<file path="config.mk">
export PLATFORM = sky130hd
export DESIGN_NAME = itch_stream_decoder
export DESIGN_NICKNAME = d
export VERILOG_FILES = /design/src/rtl/itch_stream_decoder.sv
export SDC_FILE = /design/constraint.sdc
export NUM_CORES = 1
export LEC_CHECK = 0
export CAP_MARGIN = 20
export CORE_ASPECT_RATIO = 0.7
export CORE_UTILIZATION = 40
export DETAILED_ROUTE_END_ITERATION = 8
export PLACE_DENSITY = 0.66
export SETUP_SLACK_MARGIN = 0.3
export SKIP_LAST_GASP = 1
export SLEW_MARGIN = 40
export SYNTH_ARGS = -nofsm -noshare
export SYNTH_HDL_FRONTEND = slang
export SYNTH_SLANG_ARGS = --single-unit
</file>
<file path="constraint.sdc">
create_clock -name clk -period 3.7 [get_ports clk]
set_clock_uncertainty 0.15 [all_clocks]
set_input_delay 0.925 -clock clk [delete_from_list [all_inputs] [get_ports clk]]
set_output_delay 0.925 -clock clk [all_outputs]
set_load 0.005 [all_outputs]
</file>
<file path="src/rtl/itch_stream_decoder.sv">
// Streaming ITCH decoder: assembles beats into a byte buffer, then decodes Add Order,
// Order Cancel and Order Delete, or reports why the message was rejected.
// state   | meaning
// COLLECT | accepting beats into the buffer
// EMIT    | result pending: a decoded message (held until out_ready) or a one-cycle error
module itch_stream_decoder #(
  parameter int BEAT_BYTES    = 1,
  parameter int MAX_MSG_BYTES = 32
) (
  input  logic                               clk,
  input  logic                               rst_n,
  input  logic                               in_valid,
  output logic                               in_ready,
  input  logic [8*BEAT_BYTES-1:0]            in_data,
  input  logic                               in_last,
  input  logic [$clog2(BEAT_BYTES+1)-1:0]    in_cnt,
  output logic                               out_valid,
  input  logic                               out_ready,
  output logic [1:0]                         out_type,
  output logic [63:0]                        order_ref,
  output logic                               buy_sell,
  output logic [31:0]                        shares,
  output logic [63:0]                        stock_symbol,
  output logic [31:0]                        price,
  output logic                               err_valid,
  output logic [1:0]                         err_code,
  output logic [31:0]                        msg_count
);

  localparam int CNT_W = $clog2(MAX_MSG_BYTES + 2);
  localparam int IDX_W = $clog2(MAX_MSG_BYTES);

  typedef enum logic {COLLECT, EMIT} state_e;

  state_e             state_q, state_d;
  logic [CNT_W-1:0]   byte_cnt_q, byte_cnt_d;
  logic               ovf_q, ovf_d;
  logic [7:0]         buf_q [MAX_MSG_BYTES];
  logic [7:0]         buf_d [MAX_MSG_BYTES];
  logic [31:0]        msg_count_q, msg_count_d;

  logic               known;
  logic [1:0]         kind;
  logic [1:0]         code;
  logic [CNT_W-1:0]   exp_len;

  // Classification of the buffered message; priority overflow > empty/unknown type > length.
  always_comb begin
    known   = 1'b1;
    kind    = 2'd0;
    exp_len = CNT_W'(26);
    case (buf_q[0])
      8'h41: begin kind = 2'd0; exp_len = CNT_W'(26); end
      8'h58: begin kind = 2'd1; exp_len = CNT_W'(13); end
      8'h44: begin kind = 2'd2; exp_len = CNT_W'(9);  end
      default: known = 1'b0;
    endcase
    if (ovf_q)                    code = 2'd3;
    else if (byte_cnt_q == '0)    code = 2'd2;
    else if (!known)              code = 2'd1;
    else if (byte_cnt_q != exp_len) code = 2'd2;
    else                          code = 2'd0;
  end

  always_comb begin
    int nb;
    int off;
    int sum;
    state_d     = state_q;
    byte_cnt_d  = byte_cnt_q;
    ovf_d       = ovf_q;
    buf_d       = buf_q;
    msg_count_d = msg_count_q;
    nb          = BEAT_BYTES;
    off         = 0;
    sum         = 0;
    case (state_q)
      COLLECT: begin
        if (in_valid) begin
          if (in_last && int'(in_cnt) < BEAT_BYTES) nb = int'(in_cnt);
          for (int i = 0; i < BEAT_BYTES; i++) begin
            if (i < nb) begin
              off = int'(byte_cnt_q) + i;
              if (off < MAX_MSG_BYTES) buf_d[IDX_W'(off)] = in_data[8*(BEAT_BYTES-1-i) +: 8];
              else                     ovf_d = 1'b1;
            end
          end
          sum = int'(byte_cnt_q) + nb;
          if (sum > MAX_MSG_BYTES + 1) sum = MAX_MSG_BYTES + 1;
          byte_cnt_d = CNT_W'(sum);
          if (in_last) state_d = EMIT;
        end
      end
      EMIT: begin
        if (code != 2'd0 || out_ready) begin
          state_d    = COLLECT;
          byte_cnt_d = '0;
          ovf_d      = 1'b0;
          if (code == 2'd0) msg_count_d = msg_count_q + 32'd1;
        end
      end
      default: state_d = COLLECT;
    endcase
  end

  always_ff @(posedge clk or negedge rst_n) begin
    if (!rst_n) begin
      state_q     <= COLLECT;
      byte_cnt_q  <= '0;
      ovf_q       <= 1'b0;
      msg_count_q <= '0;
      for (int i = 0; i < MAX_MSG_BYTES; i++) buf_q[i] <= '0;
    end else begin
      state_q     <= state_d;
      byte_cnt_q  <= byte_cnt_d;
      ovf_q       <= ovf_d;
      msg_count_q <= msg_count_d;
      buf_q       <= buf_d;
    end
  end

  // Fields come straight from the buffer, which cannot change while EMIT holds.
  always_comb begin
    out_valid    = 1'b0;
    err_valid    = 1'b0;
    err_code     = 2'd0;
    out_type     = 2'd0;
    order_ref    = '0;
    buy_sell     = 1'b0;
    shares       = '0;
    stock_symbol = '0;
    price        = '0;
    if (state_q == EMIT) begin
      if (code == 2'd0) begin
        out_valid = 1'b1;
        out_type  = kind;
        order_ref = {buf_q[1], buf_q[2], buf_q[3], buf_q[4],
                     buf_q[5], buf_q[6], buf_q[7], buf_q[8]};
        if (kind == 2'd0) begin
          buy_sell     = (buf_q[9] == 8'h42);
          shares       = {buf_q[10], buf_q[11], buf_q[12], buf_q[13]};
          stock_symbol = {buf_q[14], buf_q[15], buf_q[16], buf_q[17],
                          buf_q[18], buf_q[19], buf_q[20], buf_q[21]};
          price        = {buf_q[22], buf_q[23], buf_q[24], buf_q[25]};
        end else if (kind == 2'd1) begin
          shares = {buf_q[9], buf_q[10], buf_q[11], buf_q[12]};
        end
      end else begin
        err_valid = 1'b1;
        err_code  = code;
      end
    end
  end

  assign in_ready  = (state_q == COLLECT);
  assign msg_count = msg_count_q;

endmodule

</file>
# Word-level counts from Yosys, hierarchy flattened
# Cells that the tools add are included.
[totals]
inputBits = 14
register_bits = 296
output_inout_bits = 232
word_cells = 117
[classes]
n_reduce_logical = 12
n_mux = 49
n_lt_le_gt_ge = 6
bitwise_logic = 2
n_addsub = 2
n_eq_ne = 10
[op_table]
columns = ["cell", "n"]
rows = [
  ["$mux W64", 5],
  ["$mux W32", 9],
  ["$bwmux W256", 1],
  ["$demux W8 S5", 1],
  ["$add A32 B1 Y32 const B", 1],
  ["$add A7 B32 Y32", 1],
  ["$eq A8 B7 Y1 const B", 4],
  ["$gt A32 B7 Y1 const B", 1],
  ["$lt A1 B32 Y1 const A", 1],
  ["$mux W6", 3],
  ["$mux W1", 16],
  ["$mux W2", 8],
  ["$pmux W6 S2", 1],
  ["$pmux W5 S2", 1],
  ["$mux W8", 1],
  ["$reduce_and A4 Y1", 2],
  ["$ge A5 B6 Y1 const B", 1],
  ["$logic_not A6 Y1", 1],
  ["$lt A6 B6 Y1 const B", 1],
  ["$ne A6 B6 Y1", 1],
  ["$lt A5 B1 Y1 const B", 1],
  ["$not A5 Y5", 1],
  ["$logic_not A2 Y1", 2],
  ["$ne A2 B1 Y1 const B", 2],
  ["12 further kinds", 15],
]

# Logic depth before layout (Yosys ltp)
# Gate-level depths: netlist (run 1).
[logic_depth]
word_depth = 11
ltp_mapped = 10
ltp_nobuf = 9

# Worst setup path before layout (run 1)
# Ideal clock, no wire load.
[synth_path]
path_type = "register -> output"
startpoint = "register buf_q[249] in the netlist's numbering"
endpoint = "output port price[10]"
slack_ns = 0.378
t_arrival_ns = 2.247
n_path_buf = 3
required_time_ns = 2.625
stages_incl_launch_ff = 10
cell_sequence = "dfrtp_1 -> or4b_1 -> buf_2 -> a211o_1 -> mux2i_4 -> nand3_1 -> inv_1 -> buf_2 -> clkbuf_2 -> and3_1"
[synth_between]
elab_chain_len = 10
elab_cells_between_ends = 17
classes_between = "eq/ne (4); mux (10); reduce/logical (3)"
[synth_lines]
columns = ["item", "line", "source"]
rows = [
  ["start: declaration", "38", "logic [7:0] buf_q [MAX_MSG_BYTES];"],
  ["start signal: assignment", "118", "buf_q <= buf_d;"],
  ["$eq A8 B7 Y1", "52", "case (buf_q[0])"],
  ["$pmux W5 S2", "52", ""],
  ["$ne A6 B6 Y1", "61", "else if (byte_cnt_q != exp_len) code = 2'd2;"],
  ["$mux W2", "61", ""],
  ["$mux W2", "60", "else if (!known) code = 2'd1;"],
  ["$mux W2", "59", "else if (byte_cnt_q == '0) code = 2'd2;"],
  ["$mux W2", "58", "if (ovf_q) code = 2'd3;"],
  ["$logic_not A2 Y1", "134", "if (code == 2'd0) begin"],
  ["$mux W32 *", "134", ""],
  ["$mux W32 *", "133", "if (state_q == EMIT) begin"],
  ["end: declaration", "24", "output logic [31:0] price,"],
]
# Mark *: on every way between the ends. The rest lies on a longest branch, timed or not.

# Final worst setup path (run 1)
[layout_path]
startpoint = "register buf_q[249] in the netlist's numbering"
endpoint = "output port stock_symbol[18]"
[layout_between]
elab_chain_len = 10
elab_cells_between_ends = 17
classes_between = "eq/ne (4); mux (10); reduce/logical (3)"
[layout_lines]
columns = ["item", "line", "source"]
rows = [
  ["$eq A8 B7 Y1", "52", ""],
  ["$pmux W5 S2", "52", ""],
  ["$ne A6 B6 Y1", "61", ""],
  ["$mux W2", "61", ""],
  ["$mux W2", "60", ""],
  ["$mux W2", "59", ""],
  ["$mux W2", "58", ""],
  ["$logic_not A2 Y1", "134", ""],
  ["$mux W64 *", "134", ""],
  ["$mux W64 *", "133", ""],
  ["end: declaration", "23", "output logic [63:0] stock_symbol,"],
]
# Marks and branches as above.

==> reports/qor.yml, run 1 <==
status: "finished with violations"
failed_checks: "negative setup slack"
worstSetupStartpointType: "register"
use_met1_pct: 33.6
cts.sinks: 248
first_pass_iters: 5
drv_cap: 0
met2_usage_pct: 33.5
dpl.cell_count: 1479
async_reset_ff_share_pct: 100
hold_viol_final: 0
crit_path_frequent_cell: "buf_6"
yosysUniqueCellTypes: 46
drt_iter0_markers: 422
fillers: 2166
grt_pass1_wl_um: 48600
grt_max_degree: 130
final_cell_mix: "dfrtp_1, mux2_2, buf_6"
crit_fanout: 6
syn_area_per_cell_um2: 11.4
wirelength_um: 32000
post-route-period-util_pct: 114
slew_headroom_pct: 49.4
via_count: 8179
postLayoutCoreUtil_pct: 59.8
cts_buffer_depth: 3
powerDensity_mw_per_mm2: 462
clk_pin_slew_ps: 60
peakVddDrop_mv: 0.312
leakage_nw: 8.22
critPathKind: "register to primary output"
grt_pass1_vias: 8264
die_area_mm2: 0.0281
via_per_inst: 5.08
ys_seq_elements: 248
place.gp.congestion: 0.819
die_y_um: 140
synth-seq-area-share_pct: 56.6
overflow: 0
hold_path.class: "input pin to asynchronous set/reset pin"
netlist_instances: 964
cts_tree: "built"
fmax_mhz: 237
fin_ws_ps: -523
io_buffers: 245
synthFlopType: "dfrtp_1"
synth_nets: 982
globalRouteTotalUtil_pct: 22.6
cp.arrival_ps: 3150
nets: 1245
start_util_pct: 40.8
cts_buffers: 25
clock_tree.root_cell: "clkbuf_16"
grt_util_met3_pct: 5.20
wl_per_cell_um: 19.9
synth_area_mm2: 0.0110
place_area_mm2: 0.0138
final_common_cell: "dfrtp_1"
cpMaxStageDelayCell: "or4b_4"
yosysWarnings: 0
worst_slew_pin_slew_ps: 756
drtAntennaViolNets: 0
drc_errors: 0
fin_crit_ps: 4220
finalSetupViolCount: 197
ctsHoldBuffers: 0
die_w_um: 200
path_cells: "or4b_4 > buf_6 > nor3_2 > and4bb_2 > nand3_4 > clkinv_8 > buf_12 > buf_12 > buf_6 > buf_16 > buf_6 > and3_4 > buf_6"
cpPeakStageDelay_ps: 560
final-max-slew-violation-count: 0
synth_edf_count: 0
endpoint_kind: "primary output"
dpl.hpwl_um: 19000
tns_ps: -66410
top_usage_layer: "met1"
instances_no_fill: 1609
clock_latency_ps: 530
drive_gt1_share_pct: 46.4
rows: 50
required_ps: 2620
postLayoutCellArea_mm2: 0.0160
h-tree-depth: 1
antenna_found_initial: 0
syn_to_final_growth_pct: 46.4
antenna_cells: 0
rsz0062_at_grt: "true"
io_pins: 246
coreArea_mm2: 0.0268
## kinds of logic (layout without fill, tap and decap cells)
kind of cell	Yosys count	after routing	synth area share [%]
adder cells (fa/ha/maj)	4	4	0.457
AND/OR/NAND/NOR	345	346	17.8
XOR/XNOR	31	31	2.48
AO/OA/AOI/OAI	58	58	3.57
multiplexers	132	132	13.7
flip-flops	248	248	56.6
buffers and inverters	146	426	5.34
## area by class of cell
class	count	area [µm²]	area share [%]
flip-flops and latches	248	6210	38.7
multi-input cells	571	4670	29.1
repair buffers	374	3800	23.7
clock buffers	33	706	4.40
well taps	364	455	2.84
clock inverters	12	164	1.02
inverters	7	38.8	0.242
## timing repair
action / CTS / global route
setup buffers: 41 / 26
endpoints found under the setup margin: 199 / 230
cloned: 13 / 5
pin swaps: 35 / 59
hold endpoints to repair: 0 / 0
gates resized for setup: 420 / 376
## Yosys cell counts, types with 2 or more instances
| cell type | n | area, µm² |
|---|---|---|
| ha_1 | 4 | 50.1 |
| nor3_1 | 19 | 95.1 |
| dfrtp_1 | 248 | 6210 |
| nand2_1 | 39 | 146 |
| buf_1 | 3 | 11.3 |
| or4b_2 | 2 | 20.0 |
| nand3_1 | 16 | 80.1 |
| or3b_2 | 2 | 17.5 |
| nor2_1 | 50 | 188 |
| a22oi_1 | 34 | 255 |
| o21ai_0 | 8 | 40.0 |
| clkbuf_2 | 13 | 65.1 |
| and4_1 | 3 | 26.3 |
| mux2_2 | 127 | 1430 |
| clkbuf_1 | 113 | 424 |
| and3_1 | 104 | 651 |
| xor2_1 | 14 | 123 |
| nor3b_1 | 4 | 30.0 |
| and2_1 | 69 | 432 |
| nand2b_1 | 3 | 18.8 |
| mux2_1 | 3 | 33.8 |
| nor2b_1 | 2 | 12.5 |
| xnor2_1 | 17 | 149 |
| a21oi_1 | 8 | 40.0 |
| nand3b_1 | 2 | 15.0 |
| nand4_1 | 15 | 93.8 |
| nor4_1 | 9 | 56.3 |
| inv_1 | 7 | 26.3 |
| a31oi_1 | 2 | 12.5 |
| buf_2 | 8 | 40.0 |
## stage by stage
step	setup WS (ps)	power, mW	hold WS (ps)
floorplan	378	4.14	271
global placement	-199	4.55	207
detailed placement	-213	4.60	208
CTS	-576	7.37	222
global route	-637	7.73	227
finish	-523	7.41	217
## sequential cells by signal, summed over array words and instances, names as in the netlist
register	flops
buf_q	208
msg_count	32
byte_cnt_q	6
ovf_q	1
state_q	1
## routing by layer
layer	vias up	share of wire, %
met5	-	0
li1	3827	-
met1	4090	47
met2	226	45
met3	36	6.5
met4	0	1.6
## worst paths after layout
kind / startpoint / end / slack (ps) / cells after the start
max: buf_q[249]$_DFFE_PN0P_ / stock_symbol[18] / -520 / 13
min: rst_n / buf_q[55]$_DFFE_PN0P_ / 220 / 1
max in group asynchronous: rst_n / buf_q[198]$_DFFE_PN0P_ / 2360 / 2
min reg2reg: buf_q[77]$_DFFE_PN0P_ / buf_q[77]$_DFFE_PN0P_ / 220 / 0
min in group clk: buf_q[77]$_DFFE_PN0P_ / buf_q[77]$_DFFE_PN0P_ / 220 / 0
max reg2reg: buf_q[252]$_DFFE_PN0P_ / msg_count[9]$_DFFE_PN0P_ / 300 / 20
## worst max-delay path, delay by kind of cell (launching register included)
kind | cells | cell delay (ps)
AND/OR/NAND/NOR | 5 | 1270
buffers and inverters | 8 | 1010
flip-flops | 1 | 370
## power by group
group | total (mW) | switching [mW] | internal [mW]
combinational | 1.21 | 0.526 | 0.685
clock | 2.69 | 1.07 | 1.62
sequential | 3.51 | 0.314 | 3.19
Power figures use the tool's default switching activity.
==> run 2, diff against run 1 <==
--- a/config.mk
+++ b/config.mk
@@ -5,7 +5,7 @@
 export SDC_FILE = /design/constraint.sdc
 export NUM_CORES = 1
 export LEC_CHECK = 0
-export CAP_MARGIN = 20
+export CAP_MARGIN = 40
 export CORE_ASPECT_RATIO = 0.7
 export CORE_UTILIZATION = 40
 export DETAILED_ROUTE_END_ITERATION = 8
==> results of run 2 <==
No change in the layout: final DEF, timing and power equal those of run 1.
==> run 3, diff against run 2 <==
--- a/config.mk
+++ b/config.mk
@@ -7,6 +7,7 @@
 export LEC_CHECK = 0
 export CAP_MARGIN = 40
 export CORE_ASPECT_RATIO = 0.7
+export CORE_MARGIN = 2
 export CORE_UTILIZATION = 40
 export DETAILED_ROUTE_END_ITERATION = 8
 export PLACE_DENSITY = 0.66
==> constraint.sdc (replaced) <==
create_clock -name clk -period 3.7 [get_ports clk]
set_clock_uncertainty 0.15 [all_clocks]
set_input_delay 0.925 -clock clk [delete_from_list [all_inputs] [get_ports clk]]
set_output_delay 0.925 -clock clk [all_outputs]
set_load 0.01 [all_outputs]
==> run 3 against run 2 <==
The flow still finishes with violations (negative setup slack). Clock-buffer cell count up 2. Wire length increased by 3.8%. Via count increased by 1.2%. Register-to-register slack better by 600 ps. Largest cell class unchanged. Highest routed layer unchanged. Critical path depth fell by 1. Non-clock buffer count is 5 lower. Combinational power fell by 3%.
==> reports/qor.yml, run 3 (synthesized netlist as in run 1, its figures left out) <==
rows: 50
coreArea_mm2: 0.0268
wirelength_um: 33200
final-max-slew-violation-count: 0
leakage_nw: 7.85
place_area_mm2: 0.0138
wl_per_cell_um: 20.8
cts_buffers: 24
top_usage_layer: "met2"
drt_iter0_markers: 375
grt_pass1_vias: 8408
drtAntennaViolNets: 0
drive_gt1_share_pct: 51.9
powerDensity_mw_per_mm2: 441
worstSetupStartpointType: "register"
grt_pass1_wl_um: 49300
rsz0062_at_grt: "true"
endpoint_kind: "primary output"
drc_errors: 0
largest_register_ffs: 208
failed_checks: "negative setup slack"
start_util_pct: 40.8
nets: 1238
power_mw: 7.10
first_pass_iters: 6
via_per_inst: 5.17
h-tree-depth: 1
required_ps: 2620
crit_path_frequent_cell: "buf_6"
clock_latency_ps: 520
antenna_cells: 0
cpMaxStageDelayCell: "or4bb_4"
io_buffers: 245
drv_cap: 0
overflow: 0
clk_pin_slew_ps: 70
worst_slew_pin_slew_ps: 864
antenna_found_initial: 1
io_pins: 246
cts.sinks: 248
met2_usage_pct: 32.6
grt_util_met3_pct: 5.47
cpPeakStageDelay_ps: 610
hold_path.class: "register to register"
via_count: 8274
cts_tree: "built"
die_y_um: 142
final_cell_mix: "dfrtp_1, buf_6, mux2_2"
place.gp.congestion: 0.822
clock_tree.root_cell: "clkbuf_16"
ctsHoldBuffers: 0
syn_to_final_growth_pct: 47.0
die_area_mm2: 0.0288
critPathKind: "register to primary output"
fin_crit_ps: 4100
dpl.hpwl_um: 19500
fmax_mhz: 244
grt_max_degree: 130
finalSetupViolCount: 196
final_common_cell: "dfrtp_1"
cts_buffer_depth: 3
postLayoutCellArea_mm2: 0.0161
die_w_um: 202
status: "finished with violations"
regMostFlops: "buf_q"
peakVddDrop_mv: 0.321
globalRouteTotalUtil_pct: 21.8
instances_no_fill: 1600
path_cells: "or4bb_4 > nor3_2 > and4bb_2 > nand3_4 > inv_8 > buf_12 > buf_12 > buf_16 > buf_6 > buf_6 > and3_4 > buf_6"
slew_headroom_pct: 42.3
post-route-period-util_pct: 111
crit_fanout: 8
fin_ws_ps: -404
hold_viol_final: 0
cp.arrival_ps: 3030
use_met1_pct: 32.1
dpl.cell_count: 1481
==> run 3: cell types whose count changed in the layout (fill, tap and decap cells not counted), sizes merged, moves of 2 or more <==
cell           before  now
clkdlybuf4s50      63   40
bufinv              4    1
dlygate4sd2         4    0
dlymetal6s2s       10    1
clkbuf             95   50
buf               235  313
clkinv              8    6
==> run 3: final cells by class <==
type	count	area, µm²
Clock inverter	7	75.1
Tap cell	364	455
Timing Repair Buffer	369	3890
Sequential cell	248	6210
Clock buffer	35	682
Fill cell	2144	10700
Multi-Input combinational cell	570	4760
Inverter	7	33.8
==> run 3: power breakdown <==
part	internal (mW)	switching, mW	total (mW)	leakage [nW]
combinational	0.646	0.523	1.17	4.14
clock	1.35	1.06	2.41	0.374
sequential	3.19	0.326	3.52	3.33
total	5.19	1.91	7.10	7.85
==> run 3: layer usage <==
metal	vias to the layer above	wire length [µm]
met5	-	0
met4	0	491
met3	40	2370
met2	267	14800
met1	4164	15600
li1	3803	-
==> run 3: repair_timing <==
action                                  CTS  global route
pin swaps                                15            49
resized for setup                       593           493
gates cloned                             12            10
endpoints found under the setup margin  199           199
setup buffers                            28            26
==> run 3: worst max-delay path: cells and delay by family, from the launching register on <==
family / cells / cell delay [ps]
AND/OR/NAND/NOR: 5 / 1310
buffers and inverters: 7 / 780
flip-flops: 1 / 410
==> run 3: path summary, 6_finish.rpt <==
kind	depth (start not counted)	startpoint	to	slack [ps]
hold / removal	0	buf_q[51]$_DFFE_PN0P_	buf_q[51]$_DFFE_PN0P_	220
max in group asynchronous	2	rst_n	msg_count[4]$_DFFE_PN0P_	2300
setup / recovery	12	buf_q[250]$_DFFE_PN0P_	stock_symbol[8]	-400
hold reg to reg	0	buf_q[51]$_DFFE_PN0P_	buf_q[51]$_DFFE_PN0P_	220
min in group asynchronous	1	rst_n	buf_q[49]$_DFFE_PN0P_	240
setup reg to reg	9	buf_q[249]$_DFFE_PN0P_	msg_count[31]$_DFFE_PN0P_	900
==> run 3: metrics by stage <==
stage	setup slack [ps]	TNS (ps)	hold WS, ps	util, %
detailed placement	-185	-18870	208	51.4
finish	-404	-50380	221	60.0
CTS	-607	-70170	222	55.2
floorplan	342	0	271	-
global placement	-197	-18210	207	51.4
global route	-505	-69350	231	60.0
==> edit 1 (flow settings as in run 2) <==
Reset style: synchronous (`rst_n`), changed in one clocked block.
--- a/src/rtl/itch_stream_decoder.sv
+++ b/src/rtl/itch_stream_decoder.sv
@@ -104,5 +104,5 @@
   end
 
-  always_ff @(posedge clk or negedge rst_n) begin
+  always_ff @(posedge clk) begin
     if (!rst_n) begin
       state_q     <= COLLECT;
Formal check against the unedited RTL: differs if rst_n is asserted again (counterexample within 4 cycles, from zero or initial values and one cycle with rst_n low); with rst_n held inactive, the same outputs for 4 cycles.
==> edit 1 against run 2 <==
The flow still finishes with violations (setup timing). Non-clock buffer count is 29 lower. Cell area is 4.7% lower. Synthesized cell count is 27% higher. Sequential cell count stayed put. Worst setup slack worse by 150 ps. Synthesized area is 1.7% lower. Wire length is 4.4% higher. Die area is 1.7% lower. Via count is 19% higher. Global-route usage is 0.054 points lower.
Power is not compared: it rests on default switching activity, and its combinational part moved more than twofold at a synthesized area within 25%.
==> edit 1: results (changes against run 2) <==
[synthesis]
synth-adder-area-share = 0.004649  ; +0.00008070
yosys-top-cells-area = dfxtp_1 (46%), mux2i_1 (10%), and2_1 (8.8%), and3_1 (6.0%), nor2_1 (5.2%)
syn-num-nets = 1244  ; +27%
ys.flop_type = dfxtp_1
synth_xor_area_frac = 0.003254  ; -0.02153
avgSynthCellArea_um2 = 8.781  ; -23%
synthMuxAreaShare = 0.1033  ; -0.03327
synth_commonest_cells = dfxtp_1 (248), and2_1 (151), nor2_1 (149), mux2i_1 (110), and3_1 (103)
ys_seq_area_frac = 0.4612  ; -0.1053
ys_types = 61  ; +33%

[final_layout]
seq_cell_count = 248  ; unchanged
buffer_area_frac = 0.2184  ; -0.01827
fill_cells = 2258  ; +4.2%
multi_input_area_um2 = 5575  ; +19%
seq_share = 0.3251  ; -0.06189
multi_input_gates = 866  ; +52%
nNonClkBuffers = 345  ; -7.8%
layout-drive-gt1-share = 0.1863  ; -0.2780
layoutNonFillerInstCount = 1876  ; +17%
clock_cell_area_share = 0.05770  ; +0.003477

[global_routing]
grt_pass1_wl_mm = 50.08  ; +3.0%
use_met2 = 0.3238  ; -0.01085
met1_usage = 0.3457  ; +0.009292
met3_usage = 0.04048  ; -0.01154
grt_max_degree = 129  ; -0.77%
track_usage = 0.2250  ; -0.0005415

[placement]
placed_area_um2 = 13800  ; +0.27%
place.gp.congestion = 0.8593  ; +5.0%
dp.cells = 1790  ; +21%
pre_cts_ws_ps = -204.9  ; +8.406 ps

[sta]
setup_tns_ps = -101170  ; -34760 ps
fin_ws_ps = -674.0  ; -150.6 ps
whs_ps = 302.5  ; +85.41 ps
setup_viol = 198  ; +0.51%
worstMarginPinSlew_ps = 895.9  ; +139.6 ps

[drt]
wl_met1_mm = 16.31  ; +8.1%
viasPerCell = 5.204  ; +2.4%
dr_wl_met2_mm = 14.30  ; about the same
met3_wirelength_mm = 2.297  ; +11%
drt_iter0_drc = 729  ; +73%

[worst_setup_path]
worst_path_largest_cell_delay_ps = 580  ; +20 ps
rr_worst_depth = 12  ; -40%
critPathSlowestCell = or4_4
crit_end = order_ref[17]
worstPathArrival_ps = 3300  ; +150 ps
crit_start = buf_q[248]$_SDFFE_PN0P_
r2r-start = buf_q[249]$_SDFFE_PN0P_
cp_max_fo = 11  ; +5
timing.rr.end = msg_count[29]$_SDFFE_PN0P_

[run_status]
status = finished with violations
failed_checks = setup timing

[clock_tree]
cts_resized = 28  ; -93%
post_cts_buffers = 7  ; -83%

[min_path]
hold_class = reg2reg

[edit 1: cell types whose count changed after synthesis, moves of 22 or more]
cell,change
clkbuf_1,-31
nand3_1,+22
nand2_1,+36
dfrtp_1,-248
and2_1,+82
nor2_1,+99
dfxtp_1,+248
mux2i_1,+109
mux2_2,-126
a21oi_1,+47
[edit 1: kinds of logic after synthesis]
family	after synthesis
buffers and inverters	112
AND/OR/NAND/NOR	605
XOR/XNOR	4
AO/OA/AOI/OAI	142
flip-flops	248
adder cells (fa/ha/maj)	4
multiplexers	111
[edit 1: worst max-delay path: cells and delay by family, from the launching register on]
kind                   cells  cell delay, ps
flip-flops                 1             340
buffers and inverters      4             910
AND/OR/NAND/NOR            5            1530
[edit 1: power by group]
part	internal [mW]	switching (mW)
sequential	2.68	0.0130
clock	1.65	1.09
combinational	0.0799	0.146
==> edit 2 (config.mk and constraints of run 2) <==
Without the edit above. The parameter `MAX_MSG_BYTES` goes from 32 to 64.
--- a/src/rtl/itch_stream_decoder.sv
+++ b/src/rtl/itch_stream_decoder.sv
@@ -6,5 +6,5 @@
 module itch_stream_decoder #(
   parameter int BEAT_BYTES    = 1,
-  parameter int MAX_MSG_BYTES = 32
+  parameter int MAX_MSG_BYTES = 64
 ) (
   input  logic                               clk,
Check against the original RTL: not settled (the Yosys comparison gave no result); the edit may change what the design does.
==> edit 2 against run 2 <==
The flow still finishes with violations (setup timing). Wire length up 14%. Sequential power rose by 14%. Worst setup slack better by 19 ps. Sequential share of layout area is 1.1 points lower. Critical path type unchanged. Synthesized area grew 8.5%. Synthesized cell count is 6.2% higher. Total power grew 15%. Sequential cell count is 1 higher. Largest cell class unchanged. Cell area up 3.3%. Die area up 8.4%. Combinational power rose by 55%.
==> edit 2: results (changes against run 2) <==
[run_status]
status = finished with violations
failed_checks = setup timing

[synthesis]
syn-num-nets = 1041  ; +6.0%
ys_seq_area_frac = 0.5242  ; -0.04231
ys_types = 58  ; +26%
synth_commonest_cells = dfrtp_1 (249), mux2_2 (200), and3_1 (104), and2_1 (66), nor2_1 (66)
synthArstFlopShare = 1.000  ; unchanged
avgSynthCellArea_um2 = 11.61  ; +2.2%
ys.flop_type = dfrtp_1
yosys-top-cells-area = dfrtp_1 (52%), mux2_2 (19%), and3_1 (5.5%), and2_1 (3.5%), nor2_1 (2.1%)
ys_warn_count = 0  ; unchanged

[clock_tree]
htree_levels = 1  ; unchanged
cts-root-buf = clkbuf_16
clockBufferDepth = 3  ; unchanged
path_clk_slew_ps = 60  ; about the same
cts_buffers = 26  ; +4.0%
worstSkewPairLatency_ps = 520

[placement]
dp.cells = 1641  ; +11%
portBuffers = 245  ; unchanged
hpwl_mm = 23.17  ; +22%
place.gp.congestion = 0.8834  ; +7.9%

[worst_setup_path]
worst_path_largest_cell_delay_ps = 600  ; +40 ps
critPathSlowestCell = or4b_1
cp_max_fo = 30  ; +24
worstPathArrival_ps = 3130  ; -20 ps
regToRegSetupSlack_ps = 540  ; +240 ps
cp_top_family = simple AND/OR/NAND/NOR gates

[global_routing]
grt_max_degree = 81  ; -38%
track_usage = 0.2326  ; +0.007075
antenna_found_initial = 0  ; unchanged
grt_pass1_wl_mm = 55.39  ; +14%
grt_pass1_vias = 9090  ; +10%

[final_layout]
diodes = 0  ; unchanged
largest_reg_flops = 208  ; unchanged
layout-drive-gt1-share = 0.3544  ; -0.1098
layoutNonFillerInstCount = 1721  ; +7.0%
fill_cells = 2456  ; +13%
nNetsFinal = 1341  ; +7.7%
top_register = buf_q

[pwr]
p_leak_nw = 8.187  ; -0.36%
ir_drop_mv = 0.2758  ; -12%

[sta]
fin_ws_ps = -504.0  ; +19.42 ps
setup_viol = 196  ; -0.51%
slew_headroom = 0.5543  ; +0.06006

[drt]
drt_iter0_drc = 726  ; +72%
first_pass_iters = 6  ; +1
viasPerCell = 5.382  ; +5.9%
routed_wl_mm = 36.48  ; +14%

[min_path]
hold_class = in2async

==> edit 2: cell types whose count changed after synthesis, sizes merged, moves of 9 or more <==
cell	before	now
mux2	130	209
xor2	14	24
nor2	50	66
nor3	19	28
clkbuf	126	56
inv	7	18
xnor2	17	8
or3	0	9
nand4	15	5
==> edit 2: cell families (layout without fill, tap and decap cells) <==
| group | Yosys count | after routing | share of synthesized area |
|---|---|---|---|
| adder cells (fa/ha/maj) | 3 | 3 | 0.003158 |
| XOR/XNOR | 32 | 32 | 0.02358 |
| AO/OA/AOI/OAI | 60 | 60 | 0.03642 |
| AND/OR/NAND/NOR | 380 | 380 | 0.1823 |
| buffers and inverters | 89 | 408 | 0.03042 |
| multiplexers | 211 | 211 | 0.2000 |
| flip-flops | 249 | 249 | 0.5242 |
==> edit 2: layer usage <==
layer	routed length (um)	global-route usage
met1	18010	0.3606
met5	0	0
met2	15890	0.3421
met3	2067	0.03915
met4	511	0.04074
==> edit 2: power by group <==
group / internal, mW / total (mW) / switching, mW
logic: 0.980 / 1.87 / 0.893
clock network: 1.52 / 2.61 / 1.09
registers: 3.51 / 4.01 / 0.497
==> edit 2: final cells by class <==
| class | instances | share of cell area |
|---|---|---|
| clock buffer | 37 | 0.04668 |
| clock inverter | 10 | 0.004759 |
| inverter | 18 | 0.005666 |
| multi-input combinational | 686 | 0.3375 |
| sequential | 249 | 0.3762 |
| tap | 378 | 0.02855 |
| timing repair buffer | 343 | 0.2006 |
==> edit 2: worst paths after layout <==
check,start,end,cells past startpoint
worst max-delay path,buf_q[505]$_DFFE_PN0P_,buy_sell,8
worst min-delay path,rst_n,buf_q[451]$_DFFE_PN0P_,1
worst max register to register,state_q$_DFF_PN0_,buf_q[328]$_DFFE_PN0P_,6
worst min register to register,buf_q[315]$_DFFE_PN0P_,buf_q[315]$_DFFE_PN0P_,1
max in group asynchronous,rst_n,buf_q[307]$_DFFE_PN0P_,2
min in group clk,buf_q[315]$_DFFE_PN0P_,buf_q[315]$_DFFE_PN0P_,1
==> edit 2: per-stage QoR <==
step / power, mW / area (um2) / setup WS (ps) / hold slack (ps) / setup TNS, ps
floorplan: 5.082 / 11890 / 517.0 / 299.0 / 0
global placement: 5.682 / 15130 / -4.160 / 313.2 / -9.744
detailed placement: 5.769 / 15130 / -41.70 / 327.9 / -778.6
CTS: 8.428 / 16300 / -531.7 / 258.7 / -83160
global route: 8.896 / 16560 / -626.3 / 274.5 / -90890
finish: 8.486 / 16560 / -504.0 / 231.0 / -68000
==> edit 2: what timing repair did <==
action | 4_1_cts | 5_1_grt
pin swaps | 5 | 7
setup buffers | 9 | 16
setup endpoints to repair | 199 | 199
gates cloned | 6 | 2
gates resized for setup | 134 | 185
